===== config.mk =====
export PLATFORM = sky130hd
export DESIGN_NAME = pri_encoder_rr_flat
export DESIGN_NICKNAME = d
export VERILOG_FILES = /design/src/rtl/pri_encoder_rr_if.sv /design/src/rtl/pri_encoder_rr.sv /design/src/flat_wrapper.sv
export SDC_FILE = /design/constraint.sdc
export NUM_CORES = 1
export LEC_CHECK = 0
export ABC_CLOCK_PERIOD_IN_PS = 2700
export CAP_MARGIN = 40
export CORE_MARGIN = 2
export CORE_UTILIZATION = 35
export CTS_BUF_LIST = sky130_fd_sc_hd__clkbuf_16
export DETAILED_ROUTE_END_ITERATION = 16
export SYNTH_ARGS = -nofsm -noshare
export SYNTH_HDL_FRONTEND = slang
export SYNTH_SLANG_ARGS = --single-unit

===== constraint.sdc =====
create_clock -name clk -period 2.7 [get_ports clk]
set_input_delay 0.405 -clock clk [delete_from_list [all_inputs] [get_ports clk]]
set_output_delay 0.405 -clock clk [all_outputs]
set_load 0.02 [all_outputs]

===== src/rtl/pri_encoder_rr_if.sv =====
`default_nettype none
// ==========================================================================
// pri_encoder_rr_if : request/result handshake bundle for pri_encoder_rr
// Revision 1.0
// ==========================================================================
interface pri_encoder_rr_if #(
  parameter int N     = 8,
  parameter int IDX_W = $clog2(N)
);
  logic             mode_rr;
  logic [N-1:0]     data_in;
  logic             in_valid;
  logic             in_ready;
  logic [IDX_W-1:0] y_out;
  logic [N-1:0]     onehot_out;
  logic             data_valid;
  logic             out_valid;
  logic             out_ready;

  modport master (
    output mode_rr, data_in, in_valid, out_ready,
    input  in_ready, y_out, onehot_out, data_valid, out_valid
  );

  modport slave (
    input  mode_rr, data_in, in_valid, out_ready,
    output in_ready, y_out, onehot_out, data_valid, out_valid
  );
endinterface
`default_nettype wire


===== src/rtl/pri_encoder_rr.sv =====
`default_nettype none
// ==========================================================================
// pri_encoder_rr : registered fixed/round-robin priority encoder, valid/ready
// Revision 1.0
// ==========================================================================
module pri_encoder_rr #(
  parameter int N = 8
) (
  input  logic                clk,
  input  logic                reset,
  pri_encoder_rr_if.slave     bus
);
  localparam int IDX_W = $clog2(N);

  logic [IDX_W-1:0] ptr;
  logic [N-1:0]     masked;
  logic             any_req;
  logic             any_masked;
  logic [IDX_W-1:0] grant_idx;
  logic [N-1:0]     grant_oh;
  logic             accept;

  logic             out_valid_q;
  logic             data_valid_q;
  logic [IDX_W-1:0] y_q;
  logic [N-1:0]     onehot_q;

  function automatic logic [IDX_W-1:0] msb_index(input logic [N-1:0] vec);
    logic [IDX_W-1:0] idx;
    idx = '0;
    for (int i = 0; i < N; i++) begin
      if (vec[i]) idx = IDX_W'(i);
    end
    return idx;
  endfunction

  // Round-robin: the highest request at or below ptr wins; if none, the
  // search has wrapped, so the highest request overall wins.
  for (genvar i = 0; i < N; i++) begin : g_mask
    assign masked[i] = bus.data_in[i] & (IDX_W'(i) <= ptr);
  end

  always_comb begin
    any_req    = |bus.data_in;
    any_masked = |masked;
    grant_idx  = (bus.mode_rr && any_masked) ? msb_index(masked)
                                             : msb_index(bus.data_in);
    grant_oh   = any_req ? (N'(1) << grant_idx) : '0;
  end

  assign bus.in_ready = !out_valid_q || bus.out_ready;
  assign accept       = bus.in_valid && bus.in_ready;

  always_ff @(posedge clk or posedge reset) begin
    if (reset) begin
      out_valid_q  <= 1'b0;
      data_valid_q <= 1'b0;
      y_q          <= '0;
      onehot_q     <= '0;
      ptr          <= IDX_W'(N - 1);
    end else if (accept) begin
      out_valid_q  <= 1'b1;
      data_valid_q <= any_req;
      y_q          <= grant_idx;
      onehot_q     <= grant_oh;
      if (bus.mode_rr && any_req) begin
        ptr <= (grant_idx == '0) ? IDX_W'(N - 1) : grant_idx - 1'b1;
      end
    end else if (bus.out_ready) begin
      out_valid_q <= 1'b0;
    end
  end

  assign bus.out_valid  = out_valid_q;
  assign bus.data_valid = data_valid_q;
  assign bus.y_out      = y_q;
  assign bus.onehot_out = onehot_q;
endmodule
`default_nettype wire

===== src/flat_wrapper.sv =====
// flat-port wrapper written by rule: the top's interface ports become plain ports
module pri_encoder_rr_flat 
#(
  parameter int N = 8
)
  (clk, reset, bus_mode_rr, bus_data_in, bus_in_valid, bus_out_ready, bus_in_ready, bus_y_out, bus_onehot_out, bus_data_valid, bus_out_valid);
  pri_encoder_rr_if #(.N(N)) bus_i ();
  input  logic clk;
  input  logic reset;
  input wire logic [$bits(bus_i.mode_rr)-1:0] bus_mode_rr;
  input wire logic [$bits(bus_i.data_in)-1:0] bus_data_in;
  input wire logic [$bits(bus_i.in_valid)-1:0] bus_in_valid;
  input wire logic [$bits(bus_i.out_ready)-1:0] bus_out_ready;
  output wire logic [$bits(bus_i.in_ready)-1:0] bus_in_ready;
  output wire logic [$bits(bus_i.y_out)-1:0] bus_y_out;
  output wire logic [$bits(bus_i.onehot_out)-1:0] bus_onehot_out;
  output wire logic [$bits(bus_i.data_valid)-1:0] bus_data_valid;
  output wire logic [$bits(bus_i.out_valid)-1:0] bus_out_valid;
  assign bus_i.mode_rr = bus_mode_rr;
  assign bus_i.data_in = bus_data_in;
  assign bus_i.in_valid = bus_in_valid;
  assign bus_i.out_ready = bus_out_ready;
  assign bus_in_ready = bus_i.in_ready;
  assign bus_y_out = bus_i.y_out;
  assign bus_onehot_out = bus_i.onehot_out;
  assign bus_data_valid = bus_i.data_valid;
  assign bus_out_valid = bus_i.out_valid;
  pri_encoder_rr #(.N(N)) u_core (.clk(clk), .reset(reset), .bus(bus_i));
endmodule

==> metrics.txt <==
total core area=0.00276 mm²; Post-Route Utilization=0.539; hpwl dp=2030 µm; nets=160; number of global-route vias before repair=928; top_reg_cell synth=dfrtp_1; setup TNS=0 ps; ys async rst share=1.00; relative slew slack=0.601; count of final setup violators=0; CP delay by family, top=compound AO/OA/AOI/OAI gates; filler instances=271; Top Ports=27; commonest non-fill, non-tap cell in the layout=clkdlybuf4s50_1; grt met3 use=0.0424; Fin. Hold Viols=0; Port-buffer cells=26; total grt overflow=0; Max FO, Critical Path=4; clk sinks=16; share of cells above drive strength 1=0.227; post-cts resize count=0; Skew-Pair Late Insertion Delay=240 ps; CP max-delay cell=clkdlybuf4s50_1; post-synth net total=116; diodes inserted=0; clock-pin slew on the worst setup and hold paths=50 ps; startpoint class of the critical path=input pin; pre-CTS WS=-79.5 ps; gr usage total=0.169; met2 Usage GRT=0.266; synth unique cells=33; row cnt=19; Reg2Reg Setup Slack=270 ps; most frequent cells in the layout=26 x clkdlybuf4s50_1, 17 x buf_4, 13 x dfrtp_1; clock buffer count from CTS=3; unrepaired setup endpoints after global routing=false; skew final=0.898 ps; Via density=5.47; max_cap viols=0; antenna-violating nets left=0; WP data required=2870 ps; TritonRoute pass-1 iters=4; first-pass GRT wire length=4350 µm; YS warnings=0; Placer Congestion=0.899; Die Y-Extent=57.7 µm; Syn-to-layout area delta=47.4%; Final Power=1.19 mW; largest net degree at the start of global routing=17; sequential area share after synthesis=0.401; Max Fclk=391 MHz; Peak VDD IR=0.672 mV; initial cell density of the core=0.366; DRC Markers=0; final instance area=0.00149 mm²; synthesized flop and latch total=16; Synth Instances=98; CTS tree=done; mapped cell area=0.00101 mm²; Via Count=940; GR Layer Usage met1=0.243; Cell Chain, Critical Path=clkdlybuf4s50_1 > nor3_1 > o22ai_2 > o31ai_4 > a21oi_1 > or2_2 > ha_1 > a21o_1 > o32a_1; Tmin final=2560 ps; Leak=0.666 nW; routed length per instance=15.4 µm; Post-synth EDFFs=0; Setup Fix Bufs, Post-CTS=0; violation count after the first detailed-route iteration=19; crit-path max cell delay=460 ps; gr busiest metal=met2; # hold bufs at CTS=0; final wirelength=2650 µm; Crit Path Category=in -> reg; Final WS setup=144 ps; max-slew violation count=0; maximum level of the CTS H-tree=1; CP Buf/Inv Count=1; Worst Hold Class=reg -> reg; status=complete, no violations; die area=0.00333 mm²; Arr. time, crit path=2720 ps; Post-DP Area=0.00141 mm²; Final Cycle Share=0.947; Slew @ Worst Pin=597 ps; Die X=57.7 µm; Critical Path End Type=flip-flop; Mean Syn Cell Area=10.3 µm²; clock root buffer master=clkbuf_16; initial antenna violation count=0; clk buf depth=2; pwr/cell area=803 mW/mm²
power by group:
group | total, mW | leakage (nW) | internal, mW | switching (mW)
sequential | 0.400 | 0.196 | 0.318 | 0.0816
combinational | 0.513 | 0.427 | 0.261 | 0.253
clock | 0.280 | 0.0423 | 0.196 | 0.0843
total | 1.19 | 0.666 | 0.775 | 0.419
cell families (layout without fill, tap and decap cells):
| kind of cell | Yosys count | in the layout | synth area share |
|---|---|---|---|
| buf+inv | 11 | 54 | 0.0533 |
| compound gates | 35 | 35 | 0.314 |
| simple gates | 28 | 28 | 0.138 |
| flops | 16 | 16 | 0.401 |
| mux | 3 | 3 | 0.0323 |
| fa+ha+maj | 5 | 5 | 0.0620 |
flip-flops by register name (all words and copies together), names as in the netlist:
name,flops
u_core.ptr,3
u_core.bus.data_valid,1
u_core.bus.out_valid,1
u_core.bus.y_out,3
u_core.bus.onehot_out,8
final timing paths:
kind | from | end | cells past startpoint
min in group asynchronous | reset | u_core.bus.y_out[2] | 2
worst max register to register | u_core.ptr[2] | u_core.ptr[0] | 8
worst max-delay path | bus_data_in[2] | u_core.ptr[0] | 9
worst min register to register | u_core.bus.y_out[2] | u_core.bus.y_out[2] | 2
max in group asynchronous | reset | u_core.bus.onehot_out[2] | 2
worst min-delay path | u_core.bus.y_out[2] | u_core.bus.y_out[2] | 2
cells in the mapped netlist, drive strengths merged, types with 3 or more instances:
cell | number | share of area
a21oi | 5 | 0.025
o21ai | 3 | 0.015
nand3 | 3 | 0.015
nand2 | 10 | 0.037
buf | 3 | 0.024
dfrtp | 13 | 0.32
inv | 7 | 0.026
dfstp | 3 | 0.078
nor2 | 6 | 0.022
ha | 5 | 0.062
nor3 | 4 | 0.020
o32a | 3 | 0.030
a32o | 8 | 0.079
stage by stage:
| stage | cells | hold slack [ps] |
|---|---|---|
| 5_1_grt | 172 | 500 |
| 6_report | 172 | 477 |
| 2_1_floorplan | 98 | 317 |
| 3_5_place_dp | 168 | 473 |
| 4_1_cts | 172 | 483 |
| 3_3_place_gp | 168 | 465 |
tightest hold or removal path, cell delays in order, from the launching register on:
cell,delay (ps)
dfrtp_1,340
nand2_1,50
o21ai_0,60
area by class of cell:
type,count,area [µm²],share of cell area
Multi-Input combinational cell,71,551,0.370
Sequential cell,16,404,0.272
Timing Repair Buffer,43,388,0.261
Clock buffer,3,75.1,0.0505
Tap cell,31,38.8,0.0261
Inverter,7,26.3,0.0177
Clock inverter,1,3.75,0.00253
routing by layer:
| layer | wire length (µm) | share of wire |
|---|---|---|
| met2 | 1260 | 0.47 |
| met1 | 1320 | 0.50 |
| met3 | 77 | 0.029 |
| met5 | 0 | 0 |
| met4 | 0 | 0 |
(Power assumes the default switching activity.)
==> edit (config.mk and constraints unchanged) <==
Reset style: synchronous (`reset`), changed in one clocked block.
--- a/src/rtl/pri_encoder_rr.sv
+++ b/src/rtl/pri_encoder_rr.sv
@@ -53,3 +53,3 @@
 
-  always_ff @(posedge clk or posedge reset) begin
+  always_ff @(posedge clk) begin
     if (reset) begin
Formal check against the unedited RTL: differs if reset is asserted again (counterexample within 4 cycles, from zero or initial values and one cycle with reset high); with reset held inactive, the same outputs for 10 cycles.
==> edit against the original RTL <==
- sequential cell count stayed put
- final area decreased by 6.8%
- area after synthesis fell by 9.8%
- worst setup slack worse by 0.014 ns
- critical path type unchanged
- global-route usage is 1.5 points higher
- wire length shrank 7.7%
- synthesized cell count increased by 13%
- critical path depth is 1 higher
Power is not compared: it rests on default switching activity, and its combinational part moved more than twofold at a synthesized area within 25%.
==> edit: results <==
group,metric,value,unit
outcome,outcome,"finished, final reports clean",
global_route,grt_first_pass_wirelength,4010,um
critical_path,critPathMaxFanout,7,
global_route,grtUsageTotal,0.184,
final_layout,final_layout_size_suffix_gt1_frac,0.176,
clock_network,clk_pin_slew,0.05,ns
clock_network,cts_repair_resize_count,0,
synth,syn_nets,127,
clock_network,cts_buffers,3,
global_route,grt_pass1_vias,905,
critical_path,r2r.worst_path.cells,9,
route,viasPerCell,5.43,
critical_path,rrSetupSlack,0.25,ns
final_layout,nets,170,
place,dp_hpwl,1780,um
synth,ys_seq_area_frac,0.352,
synth,synth_async_sr_flop_share,0,
critical_path,rr_startpoint,"u_core.ptr[0]",
global_route,antenna_found_initial,0,
synth,yosysTopAreaCell,"dfxtp_1",
clock_network,clock_path_buffers,2,
worst_hold_path,min_from,"u_core.bus.onehot_out[6]",
critical_path,critical-path-max-stage-delay,0.64,ns
synth,ys_types,38,
sta,hold_slack,0.459,ns
sta,tightest_slew,0.481,ns
critical_path,arrival,2.71,ns
synth,synth_area_leaders,"dfxtp_1 (35%), a21oi_1 (6.6%), nand2_1 (4.5%), ha_1 (4.1%), nand3_1 (3.3%)",
power,leakagePower,0.568,nW
synth,yosysWarnings,0,
clock_network,hold_buffers,0,
sta,skew,0.00425,ns
synth,synth_commonest_cells,"dfxtp_1 (16), a21oi_1 (12), nand2_1 (11), nor2_1 (8), inv_1 (7)",
critical_path,cp_top_family,"compound AO/OA/AOI/OAI gates",
final_layout,fillers,230,
global_route,grt_max_degree,15,
worst_hold_path,min_to,"u_core.bus.onehot_out[6]",
route,wire_per_inst,13.4,um
route,drt_first_iter_violations,24,
place,post-place-ws,-0.0756,ns
final_layout,n_antenna_cell,0,
place,gp_congestion,0.937,
critical_path,crit_start,"bus_data_in[5]",
critical_path,r2r-end,"u_core.ptr[2]",
edit: cell type report:
class | instances | area share
multi-input cells | 82 | 0.379
repair buffers | 44 | 0.285
flip-flops and latches | 16 | 0.232
clock buffers | 3 | 0.0542
well taps | 30 | 0.0271
inverters | 7 | 0.0190
clock inverters | 1 | 0.00271
edit: logic make-up after synthesis:
family | share of synthesized area
fa+ha+maj | 0.0413
buf+inv | 0.0701
flops | 0.352
simple gates | 0.195
compound gates | 0.325
mux | 0.0165
edit: worst max path at each step:
stage / end / slack (ns) / cells past startpoint
floorplan: u_core.ptr[2] / 0.43 / 10
global placement: u_core.ptr[2] / -0.04 / 8
detailed placement: u_core.ptr[2] / -0.08 / 10
CTS: u_core.ptr[2] / 0.17 / 10
global route: u_core.ptr[2] / 0.01 / 10
finish: u_core.ptr[2] / 0.13 / 10
edit: worst min-delay path, cell delays in order, from the launching register on:
cell	delay, ns
dfxtp_1	0.31
nand2_1	0.05
a21oi_1	0.05
edit: metrics by stage:
| stage | cells | instance area, um^2 |
|---|---|---|
| 6_report | 183 | 1390 |
| 3_5_place_dp | 179 | 1310 |
| 2_1_floorplan | 111 | 910 |
| 3_3_place_gp | 179 | 1310 |
| 5_1_grt | 183 | 1390 |
| 4_1_cts | 183 | 1380 |
edit: power breakdown:
group	switching (W)	internal, W	total [W]
sequential	0.0000160	0.000251	0.000267
combinational	0.0000919	0.0000958	0.000188
clock	0.0000929	0.000196	0.000289
edit: layer usage:
layer	routed length (um)	GRT usage	part of all wire	up-vias
li1	-	-	-	507
met1	1180	0.247	0.48	446
met2	1050	0.282	0.43	36
met3	179	0.0403	0.073	5
met4	34	0.0813	0.014	0
met5	0	0	0	-
